<file path="src/rtl/overture_seq_ctrl_if.sv">
// Program-memory fetch bus between the Overture sequencer (master) and program memory (slave).
interface overture_seq_ctrl_if;
  logic       mem_req;
  logic [7:0] mem_addr;
  logic       mem_ack;
  logic [7:0] mem_rdata;

  modport master (
    output mem_req,
    output mem_addr,
    input  mem_ack,
    input  mem_rdata
  );

  modport slave (
    input  mem_req,
    input  mem_addr,
    output mem_ack,
    output mem_rdata
  );
endinterface

</file>
<file path="src/rtl/overture_seq_ctrl.sv">
// Overture instruction sequencer: owns the PC, fetches one instruction byte per step over a
// req/ack bus, stalls I/O copies until their handshakes are ready, and detects halt
// (jump-to-self) and fetch timeout.
// Optional feature: define OVERTURE_SEQ_SINGLE_STEP_EN to add dbg_step_i, which gates every step.
module overture_seq_ctrl #(
  parameter logic [7:0]  RESET_PC    = 8'h00,
  parameter int unsigned MEM_TIMEOUT = 16
) (
  input  logic                       clk_i,
  input  logic                       rst_ni,
  input  logic                       run_i,
  overture_seq_ctrl_if.master        mem,
  output logic [7:0]                 instr_o,
  output logic                       step_o,
  input  logic                       jump_taken_i,
  input  logic [7:0]                 jump_addr_i,
  input  logic                       in_valid_i,
  output logic                       in_ack_o,
  input  logic                       out_ready_i,
  output logic                       out_valid_o,
  output logic [7:0]                 pc_o,
  output logic                       halted_o,
`ifdef OVERTURE_SEQ_SINGLE_STEP_EN
  input  logic                       dbg_step_i,
`endif
  output logic                       fault_o
);

  typedef enum logic [2:0] {StIdle, StFetch, StIssue, StWaitIo, StHalt, StFault} state_e;

  // Count value seen in the last FETCH cycle that may still be answered.
  localparam logic [7:0] CntLimit = 8'(MEM_TIMEOUT - 1);

  state_e     state_q, state_d;
  logic [7:0] pc_q, pc_d;
  logic [7:0] instr_q, instr_d;
  logic [7:0] cnt_q, cnt_d;
  logic       step, mem_req;
  logic       rd_in, wr_out, io_ok, dbg_ok;

  // Decode the I/O needs of the held instruction.
  always_comb begin
    rd_in  = (instr_q[7:6] == 2'b10) && (instr_q[5:3] == 3'd6);
    wr_out = (instr_q[7:6] == 2'b10) && (instr_q[2:0] == 3'd6);
    io_ok  = (!rd_in || in_valid_i) && (!wr_out || out_ready_i);
`ifdef OVERTURE_SEQ_SINGLE_STEP_EN
    dbg_ok = dbg_step_i;
`else
    dbg_ok = 1'b1;
`endif
  end

  // Next-state, PC update and strobes.
  always_comb begin
    state_d = state_q;
    pc_d    = pc_q;
    instr_d = instr_q;
    cnt_d   = cnt_q;
    step    = 1'b0;
    mem_req = 1'b0;
    unique case (state_q)
      StIdle: begin
        if (run_i) state_d = StFetch;
      end
      StFetch: begin
        mem_req = 1'b1;
        if (mem.mem_ack) begin
          // A late ack on the limit cycle still wins over the timeout.
          instr_d = mem.mem_rdata;
          cnt_d   = 8'd0;
          state_d = StIssue;
        end else if (cnt_q == CntLimit) begin
          state_d = StFault;
        end else begin
          cnt_d = cnt_q + 8'd1;
        end
      end
      StIssue: begin
        // With single-step, stay here until a pulse arrives; the pulse is consumed even if I/O stalls.
        if (dbg_ok) begin
          if (io_ok) step = 1'b1;
          else       state_d = StWaitIo;
        end
      end
      StWaitIo: begin
        if (io_ok) step = 1'b1;
      end
      StHalt, StFault: begin
      end
      default: state_d = StIdle;
    endcase

    if (step) begin
      pc_d = jump_taken_i ? jump_addr_i : pc_q + 8'd1;
      if (jump_taken_i && (jump_addr_i == pc_q)) state_d = StHalt;
      else if (run_i)                            state_d = StFetch;
      else                                       state_d = StIdle;
    end
  end

  // State registers with asynchronous active-low reset.
  always_ff @(posedge clk_i or negedge rst_ni) begin
    if (!rst_ni) begin
      state_q <= StIdle;
      pc_q    <= RESET_PC;
      instr_q <= 8'h00;
      cnt_q   <= 8'd0;
    end else begin
      state_q <= state_d;
      pc_q    <= pc_d;
      instr_q <= instr_d;
      cnt_q   <= cnt_d;
    end
  end

  assign mem.mem_req  = mem_req;
  assign mem.mem_addr = mem_req ? pc_q : 8'h00;
  assign instr_o      = instr_q;
  assign step_o       = step;
  assign in_ack_o     = step & rd_in;
  assign out_valid_o  = step & wr_out;
  assign pc_o         = pc_q;
  assign halted_o     = (state_q == StHalt);
  assign fault_o      = (state_q == StFault);

endmodule

</file>
<file path="src/flat_wrapper.sv">
// flat-port wrapper written by rule: the top's interface ports become plain ports
module overture_seq_ctrl_flat 
#(
  parameter logic [7:0]  RESET_PC    = 8'h00,
  parameter int unsigned MEM_TIMEOUT = 16
)
  (clk_i, rst_ni, run_i, instr_o, step_o, jump_taken_i, jump_addr_i, in_valid_i, in_ack_o, out_ready_i, out_valid_o, pc_o, halted_o, fault_o, mem_mem_req, mem_mem_addr, mem_mem_ack, mem_mem_rdata);
  overture_seq_ctrl_if mem_i ();
  input  logic clk_i;
  input  logic rst_ni;
  input  logic run_i;
  output logic [7:0] instr_o;
  output logic step_o;
  input  logic jump_taken_i;
  input  logic [7:0] jump_addr_i;
  input  logic in_valid_i;
  output logic in_ack_o;
  input  logic out_ready_i;
  output logic out_valid_o;
  output logic [7:0] pc_o;
  output logic halted_o;
  output logic fault_o;
  output wire logic [$bits(mem_i.mem_req)-1:0] mem_mem_req;
  output wire logic [$bits(mem_i.mem_addr)-1:0] mem_mem_addr;
  input wire logic [$bits(mem_i.mem_ack)-1:0] mem_mem_ack;
  input wire logic [$bits(mem_i.mem_rdata)-1:0] mem_mem_rdata;
  assign mem_mem_req = mem_i.mem_req;
  assign mem_mem_addr = mem_i.mem_addr;
  assign mem_i.mem_ack = mem_mem_ack;
  assign mem_i.mem_rdata = mem_mem_rdata;
  overture_seq_ctrl #(.RESET_PC(RESET_PC), .MEM_TIMEOUT(MEM_TIMEOUT)) u_core (.clk_i(clk_i), .rst_ni(rst_ni), .run_i(run_i), .mem(mem_i), .instr_o(instr_o), .step_o(step_o), .jump_taken_i(jump_taken_i), .jump_addr_i(jump_addr_i), .in_valid_i(in_valid_i), .in_ack_o(in_ack_o), .out_ready_i(out_ready_i), .out_valid_o(out_valid_o), .pc_o(pc_o), .halted_o(halted_o), .fault_o(fault_o));
endmodule
</file>
<file path="config.mk">
export PLATFORM = sky130hd
export DESIGN_NAME = overture_seq_ctrl_flat
export DESIGN_NICKNAME = d
export VERILOG_FILES = /design/src/rtl/overture_seq_ctrl_if.sv /design/src/rtl/overture_seq_ctrl.sv /design/src/flat_wrapper.sv
export SDC_FILE = /design/constraint.sdc
export NUM_CORES = 1
export LEC_CHECK = 0
export CORE_AREA = 5 5 68 70
export CTS_BUF_LIST = sky130_fd_sc_hd__clkbuf_2
export CTS_CLUSTER_DIAMETER = 50
export DETAILED_ROUTE_END_ITERATION = 12
export DIE_AREA = 0 0 73 75
export PLACE_DENSITY = 0.74
export REMOVE_ABC_BUFFERS = 1
export SYNTH_ARGS = -nofsm -noshare
export SYNTH_HDL_FRONTEND = slang
export SYNTH_SLANG_ARGS = --single-unit
export TNS_END_PERCENT = 30
</file>
<file path="constraint.sdc">
create_clock -name clk_i -period 2.37 [get_ports clk_i]
set_clock_uncertainty 0.2 [all_clocks]
set_input_delay 0.711 -clock clk_i [delete_from_list [all_inputs] [get_ports clk_i]]
set_output_delay 0.711 -clock clk_i [all_outputs]
set_load 0.1 [all_outputs]
</file>
==> impl_metrics.csv <==
group,metric,value,unit
pwr,clkPwrFrac,26.2,%
sta,fmax,365.1,MHz
pwr,intPower,550.6,uW
pwr,finalPower,730.7,uW
worst_setup_path,path_class,"register to output port",
drt,wl,4595,um
grt,antenna_found_initial,0,
sta,tightest_slew,0.5584,ns
pwr,power_switching,180.1,uW
pwr,ir_drop,0.0002171,V
clocking,insertion_delay,0.37,ns
flow_run,max-cap-violations,0,
logic_synthesis,yosys.area.top_type,"dfrtp_1",
drt,via_per_inst,5.395,
cells_and_area,final-seq-area,675.6,um^2
logic_synthesis,syn-cell-area,0.001650,mm^2
grt,grt_overflow,0,
logic_synthesis,synthFlopType,"dfrtp_1",
logic_synthesis,ys_seq_elements,27,
logic_synthesis,async_flop_share,100.0,%
pwr,swShare,24.65,%
worst_setup_path,critPathRequiredTime,1.46,ns
sta,post-route-period-util,115.6,%
die,die_x,73,um
die,die_area,0.005475,mm^2
sta,finalSetupTns,-3.283,ns
cells_and_area,num_antenna_cells,0,
worst_setup_path,crit_path_end_kind,"output port",
sta,max_slew_margin,62.43,%
grt,grt_max_degree,28,
logic_synthesis,ys_warn_count,0,
logic_synthesis,synthDistinctLibCells,44,
grt,grt_pass1_wl,7403,um
logic_synthesis,netlist_instances,167,
drt,dr.pass1.iters,4,
worst_setup_path,cp_max_fo,3,
drt,via_count,1597,
sta,slew_violations,0,
drt,drc,0,
clocking,cts.sink_count,27,
clocking,htreeDepth,1,
worst_setup_path,worst_setup_path_start_kind,"register",
placement,dpl_cell_area,0.002673,mm^2
sta,final-hold-violation-count,0,
logic_synthesis,yosysTopAreaCellShare,40.94,%
logic_synthesis,syn_avg_cell_area,9.882,um^2
pwr,leakagePower,1.236,nW
clocking,cts_tree,"yes",
sta,whs,0.3175,ns
clocking,clk_pin_slew,0.28,ns
sta,setup-violations-final,13,
sta,rsz0062_at_grt,"true",
cells_and_area,fin_util,71.99,%
die,die_h,75,um
placement,port_buffers,52,
drt,wl_per_cell,15.52,um
drt,ant_nets,0,
run_status,violations,"negative setup slack",
die,ios,53,
die,start_util,42.17,%
grt,first_global_vias,1473,
worst_setup_path,cp.arrival,1.83,ns
hold_path,hold_path_class,"register to register",
sta,final.setup.worst_slack,-0.3689,ns
cells_and_area,drive_gt1_share,40.24,%
logic_synthesis,synth_edf_count,0,
clocking,clock-root-buffer,"clkbuf_2",
placement,gp_congestion,0.8603,
pwr,p_per_area,259.3,mW/mm^2
logic_synthesis,seq_area_frac_synth,40.94,%
cells_and_area,area_growth,70.74,%
clocking,cts-hold-fix-buffers,0,
cells_and_area,multi_input_area,967.2,um^2
sta,fin_crit,2.739,ns
cells_and_area,postLayoutCellArea,0.002818,mm^2
clocking,cts_buffers,3,
die,rows,23,
cells_and_area,fillerInstances,296,
pwr,pwr-share-comb,10.5,%
logic_synthesis,ys_top_cells_by_area,"dfrtp_1 (41%), xnor2_1 (6.4%), mux2_2 (5.5%)",
grt,grt_usage,17.23,%
clocking,clockBufferDepth,2,
run_status,status,"finished, violations left",
cells_and_area,layout.nets,272,
die,core_area,0.003914,mm^2
placement,post-dp-hpwl,3571,um
drt,drt-initial-drc-count,182,
pwr,seq_power_share,63.2,%
==> cell families (layout without fill, tap and decap cells) <==
kind of cell	Yosys count	count (layout)	synth area share (%)
multiplexers	13	13	8.492
flip-flops	27	27	40.94
AND/OR/NAND/NOR	63	63	23.05
XOR/XNOR	12	12	6.368
AO/OA/AOI/OAI	37	37	15.32
buffers and inverters	13	92	4.321
adder cells (fa/ha/maj)	2	2	1.516
==> cells in the mapped netlist (4+ instances only) <==
cell type  instances
dfrtp_1           27
xnor2_1           12
nor2_1            11
o21ai_0           11
and2_1             9
mux2_2             8
nor3_1             8
a21oi_1            7
nand2_1            7
clkbuf_1           5
mux2i_1            5
o31ai_1            5
nand3_1            4
==> layout by cell type, fill, tap and decap left out, types with 8 or more instances in the layout <==
| cell type | count |
|---|---|
| clkdlybuf4s50_1 | 20 |
| dfrtp_1 | 27 |
| o21ai_0 | 11 |
| nor2_1 | 11 |
| buf_4 | 30 |
| and2_4 | 8 |
| mux2_2 | 8 |
| buf_12 | 30 |
| xnor2_1 | 12 |
==> through the flow <==
| stage | instances | worst slack (ns) |
|---|---|---|
| finish | 296 | -0.3689 |
| detailed placement | 286 | -0.6819 |
| floorplan | 158 | -2.345 |
| global route | 296 | -0.4823 |
| CTS | 293 | -0.4359 |
| global placement | 286 | -0.6183 |
==> worst max-delay path, stage by stage (launching register included) <==
cell and delay (ns):
dfrtp_1 0.46, nand3b_1 0.18, o311ai_4 0.10, or2_4 0.27
nor3_4 0.17, buf_6 0.12, buf_12 0.16
==> path summary, 6_finish.rpt <==
| path | slack [ns] | cells past startpoint | startpoint | end |
|---|---|---|---|---|
| worst max-delay path | -0.37 | 6 | u_core.instr_o[2] | out_valid_o |
| worst min-delay path | 0.32 | 1 | u_core.state_q[2] | u_core.state_q[1] |
| worst max register to register | 0.24 | 6 | u_core.state_q[2] | u_core.instr_o[1] |
| worst min register to register | 0.32 | 1 | u_core.state_q[2] | u_core.state_q[1] |
| max in group asynchronous | 1.23 | 2 | rst_ni | u_core.pc_o[4] |
| min in group asynchronous | 0.47 | 2 | rst_ni | u_core.state_q[1] |
==> power groups by stage <==
| stage | Combinational (mW) | Sequential [mW] | Clock, mW |
|---|---|---|---|
| floorplan | 0.0167 | 0.470 | 0 |
| global placement | 0.0766 | 0.469 | 0 |
| detailed placement | 0.0777 | 0.469 | 0 |
| CTS | 0.0769 | 0.462 | 0.198 |
| global route | 0.0843 | 0.463 | 0.222 |
| finish | 0.0769 | 0.462 | 0.192 |
==> registers in the layout, indices dropped and copies added, names as in the netlist <==
name	cells
u_core.cnt_q	8
u_core.instr_o	8
u_core.pc_o	8
u_core.state_q	3
==> layer usage <==
metal	wire (um)	share of wire, %	track usage (%)
met1	1874	41	24.10
met3	339	7.4	2.403
met2	2352	51	27.90
met5	0	0	0
met4	28	0.61	4.918
==> final cells by class <==
class                           instances  share of cell area (%)
Clock buffer                            3                  0.5329
Clock inverter                          1                  0.3108
Inverter                                4                  0.7993
Multi-Input combinational cell        127                   34.33
Sequential cell                        27                   23.98
Tap cell                               50                   2.220
Timing Repair Buffer                   84                   37.83
==> repair_timing <==
item                                    4_1_cts  5_1_grt
resized for setup                            16       10
endpoints found under the setup margin       14       14
buffers inserted                              4        3
pin swaps                                     5        4
Note: power is estimated with default switching activity, not from simulation.
